==> src/rtl/risc15_pkg.sv <==
// Shared widths and sequencer state encoding for the multi-word LM/SM data-memory port.
package risc15_pkg;

   localparam int WORD_W    = 16;
   localparam int REG_IDX_W = 3;
   localparam int MASK_W    = 8;

   typedef enum logic [1:0] {
      SEQ_IDLE = 2'd0,
      SEQ_XFER = 2'd1,
      SEQ_DONE = 2'd2
   } seq_state_e;

endpackage

==> src/rtl/lowest_set_bit_enc.sv <==
// Priority encoder returning the index of the lowest set bit, plus a flag for a non-zero mask.
module lowest_set_bit_enc #(
   parameter int N     = 8,
   parameter int IDX_W = 3
) (
   input  logic [N-1:0]     mask_i,
   output logic [IDX_W-1:0] idx_o,
   output logic             valid_o
);

   // Walk from the top down so the lowest set bit is the last one to win.
   always_comb begin
      idx_o   = '0;
      valid_o = 1'b0;
      for (int i = N - 1; i >= 0; i--) begin
         if (mask_i[i]) begin
            idx_o   = i[IDX_W-1:0];
            valid_o = 1'b1;
         end
      end
   end

endmodule

==> src/rtl/mem_multi_xfer_seq.sv <==
// LM/SM sequencer: one memory word transfer per set mask bit, ascending registers, consecutive addresses.
module mem_multi_xfer_seq
   import risc15_pkg::*;
#(
   parameter int DATA_W = WORD_W,
   parameter int ADDR_W = 16,
   parameter int NREGS  = MASK_W
) (
   input  logic                 clk,
   input  logic                 reset,
   input  logic                 start,
   input  logic                 is_store,
   input  logic [ADDR_W-1:0]    base_addr,
   input  logic [NREGS-1:0]     reg_mask,
   output logic                 busy,
   output logic                 done,
   output logic                 stall,
   output logic [ADDR_W-1:0]    mem_read_addr,
   input  logic [DATA_W-1:0]    mem_read_data,
   output logic [ADDR_W-1:0]    mem_write_addr,
   output logic [DATA_W-1:0]    mem_write_data,
   output logic                 mem_write_n,
   output logic [REG_IDX_W-1:0] rf_read_idx,
   input  logic [DATA_W-1:0]    rf_read_data,
   output logic [REG_IDX_W-1:0] rf_write_idx,
   output logic [DATA_W-1:0]    rf_write_data,
   output logic                 rf_write_en
);

   seq_state_e           state_q;
   logic [ADDR_W-1:0]    cur_addr_q;
   logic [NREGS-1:0]     rem_mask_q;
   logic [NREGS-1:0]     rem_mask_d;
   logic                 op_store_q;
   logic [REG_IDX_W-1:0] idx;
   logic                 idx_valid;
   logic                 xfer_active;
   logic                 lm_active;
   logic                 sm_active;

   lowest_set_bit_enc #(
      .N     (NREGS),
      .IDX_W (REG_IDX_W)
   ) u_lsb (
      .mask_i  (rem_mask_q),
      .idx_o   (idx),
      .valid_o (idx_valid)
   );

   assign rem_mask_d = rem_mask_q & ~(NREGS'(1) << idx);

   always_ff @(posedge clk) begin
      if (!reset) begin
         state_q    <= SEQ_IDLE;
         cur_addr_q <= '0;
         rem_mask_q <= '0;
         op_store_q <= 1'b0;
      end else begin
         case (state_q)
            SEQ_IDLE: begin
               if (start) begin
                  cur_addr_q <= base_addr;
                  rem_mask_q <= reg_mask;
                  op_store_q <= is_store;
                  state_q    <= (reg_mask == '0) ? SEQ_DONE : SEQ_XFER;
               end
            end
            SEQ_XFER: begin
               rem_mask_q <= rem_mask_d;
               cur_addr_q <= cur_addr_q + ADDR_W'(1);
               if (rem_mask_d == '0) begin
                  state_q <= SEQ_DONE;
               end
            end
            SEQ_DONE: state_q <= SEQ_IDLE;
            default:  state_q <= SEQ_IDLE;
         endcase
      end
   end

   // Strobes are gated by reset so a transfer caught by a reset edge never commits.
   assign xfer_active = (state_q == SEQ_XFER) && idx_valid && reset;
   assign lm_active   = xfer_active && !op_store_q;
   assign sm_active   = xfer_active && op_store_q;

   assign busy  = (state_q != SEQ_IDLE);
   assign done  = (state_q == SEQ_DONE);
   assign stall = busy || (start && (state_q == SEQ_IDLE));

   assign mem_read_addr  = lm_active ? cur_addr_q    : '0;
   assign rf_write_idx   = lm_active ? idx           : '0;
   assign rf_write_data  = lm_active ? mem_read_data : '0;
   assign rf_write_en    = lm_active;

   assign rf_read_idx    = sm_active ? idx           : '0;
   assign mem_write_addr = sm_active ? cur_addr_q    : '0;
   assign mem_write_data = sm_active ? rf_read_data  : '0;
   assign mem_write_n    = !sm_active;

endmodule

==> config.mk <==
export PLATFORM = sky130hd
export DESIGN_NAME = mem_multi_xfer_seq
export DESIGN_NICKNAME = d
export VERILOG_FILES = /design/src/rtl/risc15_pkg.sv /design/src/rtl/lowest_set_bit_enc.sv /design/src/rtl/mem_multi_xfer_seq.sv
export SDC_FILE = /design/constraint.sdc
export NUM_CORES = 1
export LEC_CHECK = 0
export BUFFER_PORTS_ARGS = -buffer_cell sky130_fd_sc_hd__buf_2
export CORE_UTILIZATION = 30
export CTS_BUF_LIST = sky130_fd_sc_hd__clkbuf_8
export DETAILED_ROUTE_END_ITERATION = 10
export PLACE_DENSITY_LB_ADDON = 0.1
export SYNTH_ARGS = -nofsm -noshare
export SYNTH_HDL_FRONTEND = slang
export SYNTH_SLANG_ARGS = --single-unit
export TNS_END_PERCENT = 1
==> constraint.sdc <==
create_clock -name clk -period 5.1 [get_ports clk]
set_clock_uncertainty 0.2 [all_clocks]
set_input_delay 0.765 -clock clk [delete_from_list [all_inputs] [get_ports clk]]
set_output_delay 0.765 -clock clk [all_outputs]
set_load 0.005 [all_outputs]
==> results of run 1 <==
## cell families after synthesis
kind of cell | after synthesis
AOI/OAI and AO/OA | 84
xor gates and xnor gates | 1
and+or+nand+nor | 160
adders and majority gates | 2
buffers and inverters | 33
DFF | 27
## routing by layer
metal	vias up	track usage, %	wire, um	share of wire, %
met3	6	1.939	502	6.4
met1	1200	25.31	3702	47
met5	-	0	0	0
li1	1338	-	-	-
met4	0	6.061	68	0.87
met2	115	32.62	3581	46
## power by group through the flow
stage	logic [mW]	clock network, mW	registers (mW)
2_1_floorplan	0.474	0	0.329
3_3_place_gp	0.572	0	0.382
3_5_place_dp	0.574	0	0.383
4_1_cts	0.576	0.129	0.379
5_1_grt	0.649	0.136	0.396
6_report	0.573	0.125	0.380
## state kept, by name (all words and copies together) (netlist names)
signal and cells:
state_q 2, cur_addr_q 16, op_store_q 1, rem_mask_q 8
## worst min-delay path: cells and delay by family (launching register included)
kind           cells  cell delay (ns)
AO/OA/AOI/OAI      2             0.14
flip-flops         1             0.35
## layout make-up
type                            instances  area (um^2)
Clock inverter                          1        3.754
Multi-Input combinational cell        247         1536
Tap cell                               99        123.9
Sequential cell                        27        540.5
Inverter                                4        15.01
Timing Repair Buffer                  138        700.7
Clock buffer                            3        41.29
Fill cell                             818         4330
## stage by stage
stage / util [%] / hold WS (ns) / setup slack, ns / total power [mW] / instances
floorplan: - / 0.2777 / 2.608 / 0.8035 / 307
global placement: 40.00 / 0.3039 / 1.812 / 0.9533 / 515
detailed placement: 40.00 / 0.3134 / 1.721 / 0.9573 / 515
CTS: 40.61 / 0.3319 / 1.657 / 1.084 / 519
global route: 40.61 / 0.3839 / 1.432 / 1.181 / 519
finish: 40.61 / 0.3333 / 1.735 / 1.078 / 519
## worst paths after layout
| kind | end | slack (ns) | depth (start not counted) |
|---|---|---|---|
| worst max-delay path | rf_write_data[1] | 1.73 | 6 |
| worst min-delay path | rem_mask_q[4]$_SDFFE_PN0P_ | 0.33 | 2 |
| worst min register to register | rem_mask_q[4]$_SDFFE_PN0P_ | 0.33 | 2 |
| worst max register to register | cur_addr_q[11]$_SDFFE_PN0P_ | 2.58 | 5 |
## Yosys cell counts, drive strengths merged (3+ instances only)
cell / n
a211oi: 10
a21oi: 22
a22oi: 4
a311oi: 3
a31o: 3
and2: 35
and3: 34
and4: 3
buf: 16
clkbuf: 12
dfxtp: 27
inv: 4
nand2: 21
nand2b: 4
nand3: 7
nand4: 5
nor2: 26
nor2b: 6
nor3: 9
o21ai: 18
o221ai: 3
o22ai: 4
or4: 3
==> impl_metrics.ini, run 1 <==
[pwr]
clock_power_share_pct = 11.6
seqPwrFrac_pct = 35.3
power.switching_uw = 516.2
ir_drop_mv = 0.1519
intPower_uw = 561.6
p_per_area_mw_per_mm2 = 363.9
p_sw_share_pct = 47.90
leakage_nw = 1.558
comb_power_share_pct = 53.2

[die]
chipWidth_um = 89.15
fp.dieArea_mm2 = 0.007948
ioPinCount = 135
rows = 31
dieHeight_um = 89.15
start_util_pct = 31.25
core_mm2 = 0.007292

[clock_tree]
clk_latency_ns = 0.27
cts_num_sinks = 27
cts_tree = yes
clk_pin_slew_ns = 0.09
cts_made_buffers = 3
cts.path.max_buffers = 2
post_cts_buffers = 0
cts_resized = 0
htreeDepth = 1
cts-root-buf = clkbuf_8
holdBufCountCts = 0

[synthesis]
ys_async_sr_fraction_pct = 0
avgSynthCellArea_um2 = 7.422
synth.mux.area_fraction_pct = 0
yosys_most_used_dff = dfxtp_1
ys_warn_count = 0
synth_edf_count = 0
netlist_instances = 307
synthAdderAreaFrac_pct = 0.9885
synth-simple-area-share_pct = 40.86
synthTopCellsByArea = dfxtp_1, and2_1, and3_1
synth_cell_types = 58
ys_ff_latch = 27
yosysTopAreaCell = dfxtp_1
yosys.area.top_type_share_pct = 23.72
synth_compound_area_share_pct = 25.21
synth_top_family_by_area = simple AND/OR/NAND/NOR gates
synth_xor_xnor_area_share_pct = 0.3844
netlist_area_mm2 = 0.002278
yosysSeqAreaShare_pct = 23.72
syn-num-nets = 368

[global_routing]
grt_pass1_vias = 2248
overflow = 0
grtUsageTotal_pct = 19.10
grt_max_degree = 36
antenna_found_initial = 0
grt_pass1_wl_um = 11570

[timing]
post-route-period-util_pct = 65.98
tightest_slew_ns = 0.9953
fmax_mhz = 297.2
fin_setup_tns_ns = 0
drv_slew = 0
final-hold-violation-count = 0
fin_crit_ns = 3.365
rsz0062_at_grt = no
slew-limit-headroom_pct = 33.40
setup_viol = 0

[placement]
hpwlAfterDp_um = 5729
dpl_cell_area_mm2 = 0.002917
port_buffers = 134
gp_congestion = 0.8003

[critical_path]
crit_chain = nor2b_1 -> nand2_2 -> a31oi_4 -> and2b_1 -> and2_1 -> buf_2
worstSetupEndpointType = output port
crit_slowest_cell = and2b_1
path_buf_inv = 1
max_stage_delay_ns = 0.74
path_class = reg2out
required_ns = 4.14
cpLargestDelayFamily = simple AND/OR/NAND/NOR gates
cp-startpoint = state_q[1]$_SDFFE_PN0P_
r2r-start = state_q[1]$_SDFFE_PN0P_
crit_arrival_ns = 2.40
cp_max_fo = 35
setup.worst_path.start_class = register

[final_layout]
syn_to_final_growth_pct = 29.98
final_area_mm2 = 0.002962
mostFrequentLayoutCells = buf_2, and2_1, and3_1, dfxtp_1, nor2_1
antennaDiodeCount = 0
final_common_cell = buf_2
fin_nets = 482
layout-drive-gt1-share_pct = 37.62

[run]
maxCapViolations = 0

[route]
routed-via-count = 2659
route.detailed.drc = 0
dr.pass1.iters = 4
wl_um = 7854
wire_per_inst_um = 15.13
viasPerCell = 5.123
drtAntennaViolNets = 0
drt_iter0_markers = 120

[min_path]
min_from = rem_mask_q[4]$_SDFFE_PN0P_
hp-class = reg2reg

[outcome]
status = finished, final reports clean
Note: power is estimated with default switching activity, not from simulation.
==> run 2, diff against run 1 <==
Clock period 5.1 ns to 3.15 ns, I/O delays scaled along.
==> run 2 against run 1 <==
Net effect: critical path depth unchanged; sequential cell count unchanged; combinational power up 71%; sequential power up 59%; die area unchanged; via count up 2.5%; critical endpoint is now rf_write_data[12]; highest routed layer unchanged.
==> impl_metrics.ini, run 2 (synthesis gave the netlist of run 1 again) <==
[clock_tree]
cts.path.max_buffers = 2
cts_resized = 0
htreeDepth = 1
cts-root-buf = clkbuf_8
post_cts_buffers = 0
cts_made_buffers = 3
clk_latency_ns = 0.28
cts_num_sinks = 27
cts_tree = yes
holdBufCountCts = 0
clk_pin_slew_ns = 0.10

[outcome]
status = finished, final reports clean

[timing]
fin_setup_tns_ns = 0
drv_slew = 0
tightest_slew_ns = 0.6472
slew-limit-headroom_pct = 56.80
fin_crit_ns = 2.661
whs_ns = 0.2274
rsz0062_at_grt = no
fmax_mhz = 375.8
setup_viol = 0
post-route-period-util_pct = 84.47
final-hold-violation-count = 0

[critical_path]
setup.worst_path.start_class = register
crit_arrival_ns = 1.99
worstSetupEndpointType = output port
path_class = reg2out
max_stage_delay_ns = 0.41
crit_chain = nor4_4 -> a31oi_4 -> and2b_1 -> buf_4 -> and2_1 -> buf_2
cp_max_fo = 29
crit_slowest_cell = dfxtp_1
required_ns = 2.48

[pwr]
total_power_mw = 1.790
leakage_nw = 1.588
ir_drop_mv = 0.2428
p_per_area_mw_per_mm2 = 595.3

[final_layout]
fin_nets = 488
layout-drive-gt1-share_pct = 38.50
largest_registers = cur_addr_q: 16 flops, rem_mask_q: 8 flops, state_q: 2 flops
finalNonFillerCells = 525
mostFrequentLayoutCells = buf_2, and2_1, and3_1, dfxtp_1, nor2_1
final_common_cell = buf_2
largest_register = cur_addr_q
largest_reg_flops = 16
antennaDiodeCount = 0
syn_to_final_growth_pct = 31.96

[die]
dieHeight_um = 89.15
chipWidth_um = 89.15
core_mm2 = 0.007292
fp.dieArea_mm2 = 0.007948
rows = 31
start_util_pct = 31.25
ioPinCount = 135

[global_routing]
grt_pass1_wl_um = 12020
grt_max_degree = 36
grtUsageTotal_pct = 19.95
grt_pass1_vias = 2314
overflow = 0
antenna_found_initial = 0

[placement]
hpwlAfterDp_um = 6080
dp.cells = 521
port_buffers = 134
gp_congestion = 0.8491

[route]
wl_met2_um = 3654
wire_per_inst_um = 15.46
met3_wirelength_um = 546
wl_um = 8117
drt_iter0_markers = 163
top_layer = met4
drtAntennaViolNets = 0
viasPerCell = 5.190
dr.pass1.iters = 4
routed-via-count = 2725
route.detailed.drc = 0
met1_length_um = 3801

[run]
maxCapViolations = 0

[min_path]
hp-class = in2reg
run 2: where the power goes:
group          leakage, nW  switching, mW  total, mW  internal [mW]
Combinational         1.34          0.573      0.981          0.408
Sequential           0.224          0.161      0.603          0.443
Clock               0.0269          0.118      0.205         0.0877
run 2: layout make-up:
type	count	area [um^2]
sequential	27	540.5
fill	818	4285
timing repair buffer	144	745.7
multi-input combinational	247	1536
tap	99	123.9
clock inverter	1	3.754
inverter	4	15.01
clock buffer	3	41.29
run 2: stage by stage:
step | util (%) | cell area (um^2) | setup slack (ns)
2_1_floorplan | - | 2278 | 0.9749
3_3_place_gp | 40.61 | 2962 | 0.8543
5_1_grt | 41.23 | 3007 | 0.3641
4_1_cts | 41.23 | 3007 | 0.4813
6_report | 41.23 | 3007 | 0.4893
3_5_place_dp | 40.61 | 2962 | 0.8056
run 2: final timing paths:
check / slack [ns] / cells after the start / from / to
max reg2reg: 1.04 / 6 / state_q[0]$_SDFFE_PN0P_ / cur_addr_q[11]$_SDFFE_PN0P_
max: 0.49 / 6 / rem_mask_q[0]$_SDFFE_PN0P_ / rf_write_data[12]
min reg2reg: 0.33 / 2 / rem_mask_q[4]$_SDFFE_PN0P_ / rem_mask_q[4]$_SDFFE_PN0P_
min: 0.23 / 3 / is_store / op_store_q$_SDFFE_PN0P_
run 2: routing by layer:
metal / track usage (%) / vias to the layer above
li1: - / 1349
met1: 27.40 / 1234
met2: 32.69 / 132
met3: 2.308 / 10
met4: 6.205 / 0
met5: 0 / -
run 2: critical path: cells and delay by family, from the launching register on:
kind / cells / cell delay [ns]
AND/OR/NAND/NOR: 3 / 0.82
flip-flops: 1 / 0.41
buffers and inverters: 2 / 0.35
AO/OA/AOI/OAI: 1 / 0.12
